`src/rtl/counter_sched_ctrl.sv`:
```
// Shared WIDTH-bit counter driven by round-robin arbitrated commands.
// Exports the count, run status, wrap pulses and the last grant.
module counter_sched_ctrl #(
    parameter int NUM_REQ = 4,
    parameter int WIDTH   = 8,
    parameter int IDW     = $clog2(NUM_REQ)
) (
    input  logic                     clk,
    input  logic                     rst_n,
    input  logic [NUM_REQ-1:0]       req_valid,
    input  logic [2*NUM_REQ-1:0]     req_cmd,
    input  logic [WIDTH*NUM_REQ-1:0] req_data,
    output logic [NUM_REQ-1:0]       req_ready,
    output logic [WIDTH-1:0]         cnt_value,
    output logic                     cnt_running,
    output logic                     wrap_pulse,
    output logic                     grant_valid,
    output logic [IDW-1:0]           grant_id
);

    typedef enum logic {
        IDLE = 1'b0,
        RUN  = 1'b1
    } state_t;

    localparam logic [1:0] CMD_CLEAR = 2'b00;
    localparam logic [1:0] CMD_LOAD  = 2'b01;
    localparam logic [1:0] CMD_START = 2'b10;
    localparam logic [1:0] CMD_STOP  = 2'b11;

    state_t           state, state_nxt;
    logic [IDW-1:0]   rr_ptr;
    logic [IDW-1:0]   gidx;
    logic             accept;
    logic [1:0]       sel_cmd;
    logic [WIDTH-1:0] sel_data;
    logic [WIDTH-1:0] cnt_nxt;
    logic             wrap_nxt;

    // First valid requester at or after rr_ptr, wrapping around.
    always_comb begin
        req_ready = '0;
        accept    = 1'b0;
        gidx      = '0;
        for (int k = 0; k < NUM_REQ; k++) begin
            int j;
            j = int'(rr_ptr) + k;
            if (j >= NUM_REQ) j = j - NUM_REQ;
            if (!accept && req_valid[j]) begin
                accept       = 1'b1;
                req_ready[j] = 1'b1;
                gidx         = IDW'(j);
            end
        end
    end

    assign sel_cmd  = req_cmd[2*int'(gidx) +: 2];
    assign sel_data = req_data[WIDTH*int'(gidx) +: WIDTH];

    always_comb begin
        state_nxt = state;
        cnt_nxt   = cnt_value;
        wrap_nxt  = 1'b0;
        if (state == RUN) begin
            cnt_nxt  = cnt_value + WIDTH'(1);
            wrap_nxt = (cnt_value == '1);
        end
        if (accept) begin
            unique case (sel_cmd)
                CMD_CLEAR: begin
                    cnt_nxt  = '0;
                    wrap_nxt = 1'b0;
                end
                CMD_LOAD: begin
                    cnt_nxt  = sel_data;
                    wrap_nxt = 1'b0;
                end
                CMD_START: begin
                    state_nxt = RUN;
                end
                CMD_STOP: begin
                    if (state == RUN) begin
                        state_nxt = IDLE;
                        cnt_nxt   = cnt_value;
                        wrap_nxt  = 1'b0;
                    end
                end
                default: ;
            endcase
        end
    end

    always_ff @(posedge clk or negedge rst_n) begin
        if (!rst_n) begin
            state       <= IDLE;
            cnt_value   <= '0;
            wrap_pulse  <= 1'b0;
            grant_valid <= 1'b0;
            grant_id    <= '0;
            rr_ptr      <= '0;
        end else begin
            state       <= state_nxt;
            cnt_value   <= cnt_nxt;
            wrap_pulse  <= wrap_nxt;
            grant_valid <= accept;
            if (accept) begin
                grant_id <= gidx;
                rr_ptr   <= (gidx == IDW'(NUM_REQ - 1)) ? '0 : gidx + IDW'(1);
            end
        end
    end

    assign cnt_running = (state == RUN);

endmodule

```
`config.mk`:
```
export PLATFORM = sky130hd
export DESIGN_NAME = counter_sched_ctrl
export DESIGN_NICKNAME = d
export VERILOG_FILES = /design/src/rtl/counter_sched_ctrl.sv
export SDC_FILE = /design/constraint.sdc
export NUM_CORES = 1
export LEC_CHECK = 0
export CORE_UTILIZATION = 25
export CTS_BUF_LIST = sky130_fd_sc_hd__clkbuf_16
export DETAILED_ROUTE_END_ITERATION = 12
export DONT_BUFFER_PORTS = 1
export HOLD_SLACK_MARGIN = 0.05
export SLEW_MARGIN = 20
export SYNTH_ARGS = -nofsm -noshare
export SYNTH_HDL_FRONTEND = slang
export SYNTH_SLANG_ARGS = --single-unit
```
`constraint.sdc`:
```
create_clock -name clk -period 4.5 [get_ports clk]
set_input_delay 0.675 -clock clk [delete_from_list [all_inputs] [get_ports clk]]
set_output_delay 0.675 -clock clk [all_outputs]
set_load 0.1 [all_outputs]
```
==> key figures, run 1 <==
Synthesis
  – Synth area leader: dfrtp_1
  – Async S/R FF share, synth: between 90% and 100%
  – Seq cells post-synth: 15
  – Synth area leaders: dfrtp_1 (24%), mux2i_1 (7.6%), ha_1 (7.1%)
  – Net Count, Synth: between 200 and 250
  – Post-Syn Area: 0.00158 mm2
  – Dominant synthesized flop cell: dfrtp_1
  – Post-Synthesis Cells: around 170
  – EDFF count, synth: 0
  – Distinct cells, synth: 44
  – Synth top area share: between 20% and 30%
  – Sequential area share after synthesis: 23.8%
  – Syn avg cell area: 9.58 um2
  – Yosys warns: 0

Timing
  – Setup TNS: 0 ps
  – Tcrit/Tclk final: 83.1%
  – Endpoints failing hold: 0
  – Final slew viol count: 0
  – Finish-stage setup viols: 0
  – Worst-margin pin slew: ~1100 ps
  – Slew margin rel.: 29.8%
  – F_max: 267 MHz
  – Clk_skew: 1.31 ps
  – RSZ-0062 raised after global routing: false
  – Min cycle time layout: between 3000 and 4000 ps

GRT
  – Number of global-route vias before repair: approximately 1300
  – First-pass GRT wire length: around 6600 um
  – Global Route met2 Usage: 22.5%
  – Initial antenna violation count: 3
  – GRT Residual Overflow: 0
  – GRT Util Overall: 13.2%
  – Met1 usage: 16.1%
  – Pin count of the biggest net entering global routing: 20
  – Met3 GRT Util: 4.44%
  – GRT busiest layer: met2

Setup path
  – Crit path max fanout: 19
  – CP max stage cell: mux4_2
  – CP required: 4630 ps
  – CP Launch Type: register
  – Critical Path Max Stage Delay: 640 ps
  – Crit-path cells: buf_4 -> inv_1 -> ha_1 -> mux4_2 -> nor2b_4 -> o21ai_1 -> nand2_1 -> buf_4 -> mux4_2 -> and3_1 -> a221o_1
  – WP data arrival: approximately 3900 ps
  – Setup crit end kind: register
  – Crit path kind: register to register

Clocking
  – Post_cts resized: 0
  – CTS tree: built
  – Post-CTS Setup Bufs: 0
  – CTS Buf Count: 3
  – H-tree levels: 1
  – Hold Buf Count CTS: 0
  – Clock latency on the worst-skew pair: 250 ps
  – Clk sinks: 15
  – Clock Tree Buf Depth: 2
  – Root Buffer: clkbuf_16
  – Reg clk slew, reported paths: 50 ps

Job
  – Max cap viols: 0

Finish
  – Most frequent cells in the layout: nand2_1 (15), dfrtp_1 (15), mux2i_1 (12), nor2_1 (12), buf_4 (11)
  – Synth-to-Final Area Change: 14.7%
  – Fillers: 642
  – Register area: 375 um2
  – Layout cells sized above 1: around 22%
  – Multi-input gate area: 0.00116 mm2
  – Nets: 227
  – Final Instance Area: 0.00181 mm2
  – Post-route insts no fill: 249

Route
  – Routed Antenna Nets: 0
  – Pre-antenna DRT Iters: 6
  – Wirelength per Cell: 17.1 um
  – Vias per cell: 5.39
  – Via count: approximately 1300
  – Post-route DRC: 0
  – Initial drt markers: 56
  – Post-Route WL: 4270 um

Die
  – Overall die height: 81.5 um
  – Die width: roughly 80 um
  – I/O pin cnt: 63
  – # rows: 28
  – Starting Density: 26.2%
  – Core area: 0.00603 mm2
  – Die area: around 0.0066 mm2

Hold path
  – Worst min-delay path class: primary input to async pin

Run status
  – Status: complete, no violations

Placed design
  – Dpl cell area: 0.00173 mm2
  – Gpl congestion: 0.787
  – Dpl hpwl: 3320 um
  – I/O Buffers: 0
  – Placed cell count: 242
-- flip-flops by register name, summed over array words and instances, names as in the netlist --
| name | flops |
|---|---|
| wrap_pulse | 1 |
| cnt_value | 8 |
| rr_ptr | 2 |
| grant_id | 2 |
| grant_valid | 1 |
| cnt_running | 1 |
-- synthesized netlist by cell type (all sizes together) (2+ instances only) --
library cell  instances
clkbuf                3
a211oi                3
a22oi                 8
nor3                  3
ha                    9
nand2                15
and3                  4
buf                   6
nor2b                 3
o21ai                13
mux4                  7
a21oi                 6
mux2                  5
nand3                 8
nor3b                 2
dfrtp                15
a21o                  4
a21bo                 2
nor2                 13
a221o                 4
xor2                  2
mux2i                12
inv                   4
-- cell type report --
type                       count  area share, %
clock buffer                   3           4.14
antenna                        3          0.414
timing repair buffer          11           4.55
sequential                    15           20.7
multi-input combinational    137           63.9
clock inverter                 1          0.276
inverter                       4          0.828
tap                           75           5.18
-- critical path, delay by kind of cell (launching register included) --
kind / cells / cell delay, ps
buffers and inverters: 3 / 630
DFF: 1 / 320
adders and majority gates: 1 / 410
and+or+nand+nor: 3 / 730
muxes: 2 / 1140
AOI/OAI and AO/OA: 2 / 380
-- metrics by stage --
stage | hold slack [ps] | worst slack, ps | util (%)
3_5_place_dp | 380 | 802 | 28.6
6_report | 118 | 759 | 30.1
4_1_cts | 113 | 790 | 30.0
3_3_place_gp | 380 | 913 | 28.6
2_1_floorplan | 379 | 410 | -
5_1_grt | 110 | 506 | 30.1
-- path summary, 6_finish.rpt --
path                       slack, ps                     from  cells after the start                       end
max                              760    rr_ptr[0]$_DFFE_PN0N_                     11  cnt_value[2]$_DFFE_PN0P_
min                              120                    rst_n                      0     rr_ptr[1]$_DFFE_PN0N_
max reg2reg                      760    rr_ptr[0]$_DFFE_PN0N_                     11  cnt_value[2]$_DFFE_PN0P_
min reg2reg                      840  cnt_running$_DFFE_PN0P_                      3  cnt_value[1]$_DFFE_PN0P_
max in group asynchronous       4310                    rst_n                      0  cnt_value[6]$_DFFE_PN0P_
min in group clk                 780             req_valid[3]                      4   grant_id[1]$_DFFE_PN0N_
-- cells by family after synthesis --
logic type	share of synthesized area (%)
AOI/OAI and AO/OA	22.2
xor gates and xnor gates	1.11
adders and majority gates	7.13
buffers and inverters	4.27
DFF	23.8
muxes	21.6
and+or+nand+nor	19.9
-- metal layers --
metal	share of wire [%]	wire length, um
met1	45	1900
met5	0	0
met4	0.63	27
met3	8.1	344
met2	47	1990
Power of run 1 is not shown: default switching activity piles up to over one toggle a cycle in this logic, so the estimate is an artifact.
==> inputs of run 2 (changes only) <==
==> constraint.sdc (replaced) <==
create_clock -name clk -period 3.4 [get_ports clk]
set_input_delay 0.51 -clock clk [delete_from_list [all_inputs] [get_ports clk]]
set_output_delay 0.51 -clock clk [all_outputs]
set_load 0.1 [all_outputs]
==> key figures, run 2 (synthesis results as in run 1) <==
Run status
  – Status: complete, no violations (unchanged)

Die
  – # rows: 28 (unchanged)
  – Starting Density: 26.2% (unchanged)
  – Core area: 0.00603 mm2 (unchanged)
  – I/O pin cnt: 63 (unchanged)
  – Overall die height: 81.5 um (unchanged)
  – Die width: 81.5 um (unchanged)
  – Die area: 0.00664 mm2 (unchanged)

GRT
  – GRT Residual Overflow: 0 (unchanged)
  – Pin count of the biggest net entering global routing: 19 (was 20)
  – First-pass GRT wire length: 6310 um (was 6620 um)
  – Initial antenna violation count: 0 (was 3)
  – GRT Util Overall: 12.6% (was 13.2%)
  – Number of global-route vias before repair: 1257 (was 1291)

Setup path
  – Crit-path cells: inv_1 -> ha_4 -> mux4_2 -> nor2b_4 -> o21ai_1 -> a21bo_1 -> a32oi_4 -> nand4_4 -> nor2b_4 -> a221o_1 (was buf_4 -> inv_1 -> ha_1 -> mux4_2 -> nor2b_4 -> o21ai_1 -> nand2_1 -> buf_4 -> mux4_2 -> and3_1 -> a221o_1)
  – CP max stage cell: mux4_2 (unchanged)
  – Critical Path Max Stage Delay: 600 ps (was 640 ps)
  – Crit path top cell by count: nor2b_4
  – Crit path max fanout: 7 (was 19)
  – Reg2reg path depth: 10 (was 11)
  – Setup crit end kind: register (unchanged)
  – WP data arrival: 3330 ps (was 3870 ps)
  – Flop2flop setup slack: 200 ps (was 760 ps)
  – CP Launch Type: register (unchanged)
  – Crit path kind: register to register (unchanged)
  – CP required: 3530 ps (was 4630 ps)

Finish
  – Layout cells sized above 1: 26.9% (was 22.2%)
  – Synth-to-Final Area Change: 25.1% (was 14.7%)
  – Largest register by flop count: cnt_value (unchanged)
  – Regs by FF count: cnt_value x8, grant_id x2, rr_ptr x2 (unchanged)
  – ANT cells: 0 (was 3)
  – Max FFs per register: 8 (unchanged)
  – Final Instance Area: 0.00198 mm2 (was 0.00181 mm2)
  – Nets: 238 (was 227)
  – Commonest non-fill, non-tap cell in the layout: buf_4
  – Most frequent cells in the layout: buf_4 (17), dfrtp_1 (15), nand2_1 (14) (was nand2_1 (15), dfrtp_1 (15), mux2i_1 (12), nor2_1 (12), buf_4 (11))

Timing
  – Clk_skew: 0.911 ps (was 1.31 ps)
  – Worst-margin pin slew: 987 ps (was 1050 ps)
  – Post-route setup slack: 200 ps (was 759 ps)
  – Final slew viol count: 0 (unchanged)
  – Slew margin rel.: 34.2% (was 29.8%)
  – Tcrit/Tclk final: 94.1% (was 83.1%)
  – F_max: 313 MHz (was 267 MHz)
  – Endpoints failing hold: 0 (unchanged)
  – Min cycle time layout: 3200 ps (was 3740 ps)
  – Finish-stage setup viols: 0 (unchanged)

Placed design
  – Gpl congestion: 0.828 (was 0.787)
  – Pre-CTS setup slack: 122 ps (was 802 ps)
  – Dpl cell area: 0.00181 mm2 (was 0.00173 mm2)
  – Dpl hpwl: 3160 um (was 3320 um)
  – I/O Buffers: 0 (unchanged)

Clocking
  – H-tree levels: 1 (unchanged)
  – CTS tree: built (unchanged)
  – Reg clk slew, reported paths: 50 ps (about the same)
  – Clock Tree Buf Depth: 2 (unchanged)
  – Root Buffer: clkbuf_16 (unchanged)
  – CTS Buf Count: 3 (unchanged)
  – Clock latency on the worst-skew pair: 250 ps (about the same)
  – Clk sinks: 15 (unchanged)

Hold path
  – Worst min-delay path class: primary input to register (was primary input to async pin)
  – Worst hold path depth: 3

Route
  – Routed Antenna Nets: 0 (unchanged)
  – Pre-antenna DRT Iters: 4 (was 6)
  – Post-route DRC: 0 (unchanged)
  – Vias per cell: 5.37 (was 5.39)
  – Wirelength per Cell: 16.6 um (was 17.1 um)
  – Post-Route WL: 4260 um (was 4270 um)
  – Via count: 1381 (was 1341)
  – Initial drt markers: 39 (was 56)

Job
  – Max cap viols: 0 (unchanged)
==> run 2: cell count changes in the layout (fill, tap and decap cells not counted), sizes merged <==
cell | before | now
buf | 11 | 19
a32oi | 1 | 2
nor2 | 13 | 14
inv | 4 | 5
dlygate4sd3 | 0 | 1
diode | 3 | 0
clkinv | 1 | 0
==> run 2: worst paths after layout <==
| kind | startpoint | to |
|---|---|---|
| min | req_valid[3] | grant_id[1]$_DFFE_PN0N_ |
| min reg2reg | cnt_value[1]$_DFFE_PN0P_ | cnt_value[1]$_DFFE_PN0P_ |
| max reg2reg | rr_ptr[1]$_DFFE_PN0N_ | cnt_value[6]$_DFFE_PN0P_ |
| max | rr_ptr[1]$_DFFE_PN0N_ | cnt_value[6]$_DFFE_PN0P_ |
| min in group asynchronous | rst_n | cnt_value[1]$_DFFE_PN0P_ |
| max in group asynchronous | rst_n | cnt_value[3]$_DFFE_PN0P_ |
==> run 2: worst max-delay path, delay by kind of cell (launching register included) <==
family / cells / cell delay, ps
simple gates: 3 / 560
flops: 1 / 340
mux: 1 / 600
fa+ha+maj: 1 / 320
compound gates: 4 / 1130
buf+inv: 1 / 110
==> run 2: repair_timing <==
action                                 in CTS  in global routing
gates resized for setup                     0                  2
buffers inserted                            0                  4
setup endpoints to repair                   0                  5
endpoints found under the hold margin      15                  0
hold buffers                                1                  0
==> run 2: layout make-up <==
class / instances / area [um2]
clock inverter: 1 / 3.75
multi-input combinational: 139 / 1240
inverter: 4 / 15.0
clock buffer: 3 / 75.1
timing repair buffer: 20 / 178
fill: 636 / 4050
tap: 75 / 93.8
sequential: 15 / 375
==> run 2: stage by stage <==
stage	hold slack [ps]	utilization, %	setup TNS (ps)	instances
after global routing	494	32.8	-0.881	257
after global placement	215	30.0	0	246
final	482	32.8	0	257
after detailed placement	215	30.0	0	246
after floorplan	214	-	0	165
after CTS	472	31.4	0	251
==> run 2: metal layers <==
metal	global-route usage (%)	part of all wire (%)	vias up
li1	-	-	674
met1	16.2	46	636
met2	19.4	44	62
met3	2.56	7.2	9
met4	7.32	2.9	0
met5	0	0	-
Power of run 2 is left out for the same reason.
==> RTL change: new RTL, flow settings as in run 1 <==
Set the parameter `WIDTH` to 10 (it was 8).
--- a/src/rtl/counter_sched_ctrl.sv
+++ b/src/rtl/counter_sched_ctrl.sv
@@ -2,7 +2,7 @@
 // Exports the count, run status, wrap pulses and the last grant.
 module counter_sched_ctrl #(
     parameter int NUM_REQ = 4,
-    parameter int WIDTH   = 8,
+    parameter int WIDTH   = 10,
     parameter int IDW     = $clog2(NUM_REQ)
 ) (
     input  logic                     clk,
Interface: changed (resized cnt_value and req_data); port bits go from 63 to 73. No check against the original RTL was run, so the function may have changed too.
==> RTL change against run 1 <==
  * Synthesized cell count is 52% higher
  * Routed wire length is 45% higher
  * Sequential cell count is 2 higher
  * Global-route usage is 1.7 points higher
  * Setup slack better by 0.15 ns
  * Cell area is 25% higher
  * Critical endpoint is now cnt_value[9]
  * Highest routed layer unchanged
  * First-iteration DRC count grew to 4.6 times the old value
  * Count of clock-buffer cells in the layout stayed put
  * Synthesized area is 28% higher
  * Maximum frequency is 4.3% higher
  * Worst hold slack worse by 0.0041 ns
  * Via count is 51% higher
Power is not shown: default switching activity piles up to over one toggle a cycle in this logic, so the estimate is an artifact.
==> RTL change: results (changes against run 1) <==
Fillers 837 (was 642); XOR/XNOR Fraction of Synth Area 0 (was 0.0111); worst-path fanout max 16 (was 19); compound-gate portion of the synthesized area 0.294 (was 0.222); Min-Delay Path Class in2async (unchanged); pin count of the biggest net entering global routing 32 (was 20); WP data arrival 3.76 ns (was 3.87 ns); final RePlAce weighted congestion 0.934 (was 0.787); first-pass GRT wire length 10100 um (was 6620 um); CTS Root Cell clkbuf_16 (unchanged); Worst Clk Skew 0.00210 ns (was 0.00131 ns); HPWL after DPL 4790 um (was 3320 um); Synth cell types 51 (was 44); post-CTS sizing 0 (unchanged); H-tree levels 1 (unchanged); Post-Route WL 6200 um (was 4270 um); vias in the first global route 1886 (was 1291); Async SR Flop Fraction 1.00 (unchanged); share of post-route cells with drive strength above 1 0.120 (was 0.222); worst skew pair latency 0.25 ns (about the same); Port Buffer Count 0 (unchanged); Commonest cells post-synth 26 x nand2_1, 21 x mux2i_1, 17 x dfrtp_1 (was 15 x dfrtp_1, 15 x nand2_1, 12 x mux2i_1, 12 x nor2_1, 10 x o21ai_0); Adder-Cell Fraction of Synth Area 0.0556 (was 0.0713); drt first pass iters 4 (was 6); biggest regs cnt_value: 10 flops, grant_id: 2 flops, rr_ptr: 2 flops (was cnt_value: 8 flops, grant_id: 2 flops, rr_ptr: 2 flops); DR vias 2022 (was 1341); Synth area leaders dfrtp_1 21%, mux2i_1 10%, ha_1 5.6%, nand2_1 4.8%, a22oi_1 3.3% (was dfrtp_1 24%, mux2i_1 7.6%, ha_1 7.1%, mux4_2 7.1%, a22oi_1 3.8%); diode count 0 (was 3); Clock Path Buffers 2 (unchanged); multiplexer area fraction after synthesis 0.159 (was 0.216); Post-Syn Nets 314 (was 220); biggest area consumer among synthesized cells dfrtp_1 (unchanged); Slew Limit Headroom 0.324 (was 0.298); antenna violations before repair 0 (was 3); Post-CTS Setup Repair Bufs 0 (unchanged); CTS buffer count 3 (unchanged); Synth Warn # 0 (unchanged); Iteration-0 DRC Markers 256 (was 56); register clock-pin slew on the reported worst setup and hold paths 0.05 ns (about the same); post-synthesis sequential area ratio 0.210 (was 0.238); GRT Util Overall 0.149 (was 0.132); status finished, final reports clean (unchanged)
RTL change: cell count changes after synthesis, sizes merged, moves of 6 or more:
| cell | run 1 | this run |
|---|---|---|
| mux2i | 12 | 21 |
| nand2 | 15 | 26 |
| nor2 | 13 | 7 |
| o22ai | 1 | 10 |
| inv | 4 | 16 |
| clkbuf | 3 | 11 |
RTL change: worst paths after layout:
path	startpoint	endpoint	slack [ns]	cells past startpoint
worst max-delay path	rr_ptr[1]	cnt_value[9]	0.91	10
worst min-delay path	rst_n	wrap_pulse	0.11	0
worst max register to register	rr_ptr[1]	cnt_value[9]	0.91	10
worst min register to register	rr_ptr[0]	rr_ptr[0]	0.74	3
max in group asynchronous	rst_n	grant_id[1]	4.31	0
min in group clk	req_valid[1]	grant_id[0]	0.64	3
RTL change: per-stage QoR:
step           std cells  hold slack (ns)  setup slack [ns]  utilization  cell area, um^2
5_1_grt              352            0.107             0.590        0.292             2270
6_report             352            0.114             0.912        0.292             2270
3_5_place_dp         348            0.380             0.996        0.282             2190
4_1_cts              352            0.110             0.972        0.292             2270
3_3_place_gp         348            0.380              1.12        0.282             2190
2_1_floorplan        251            0.379             0.406            -             2030
RTL change: logic make-up after synthesis:
| family | after synthesis |
|---|---|
| buffers and inverters | 34 |
| DFF | 17 |
| adders and majority gates | 9 |
| and+or+nand+nor | 80 |
| AOI/OAI and AO/OA | 83 |
| muxes | 28 |
RTL change: routing by layer:
metal	track usage	vias up	share of wire
met3	0.0207	6	0.078
li1	-	960	-
met2	0.234	87	0.48
met1	0.212	969	0.43
met5	0	-	0
met4	0.0378	0	0.012
RTL change: area by class of cell:
class / instances / area share
clock inverters: 1 / 0.00221
flip-flops and latches: 17 / 0.188
inverters: 17 / 0.0281
well taps: 102 / 0.0563
multi-input cells: 200 / 0.648
clock buffers: 3 / 0.0331
repair buffers: 12 / 0.0452
RTL change: critical path, stage by stage, from the launching register on:
cell	delay [ns]
dfrtp_1	0.35
inv_1	0.09
ha_1	0.54
mux4_2	0.42
o221ai_1	0.16
o21ai_1	0.56
buf_4	0.34
nand4_1	0.16
o22ai_1	0.47
o211ai_1	0.26
o211ai_1	0.14
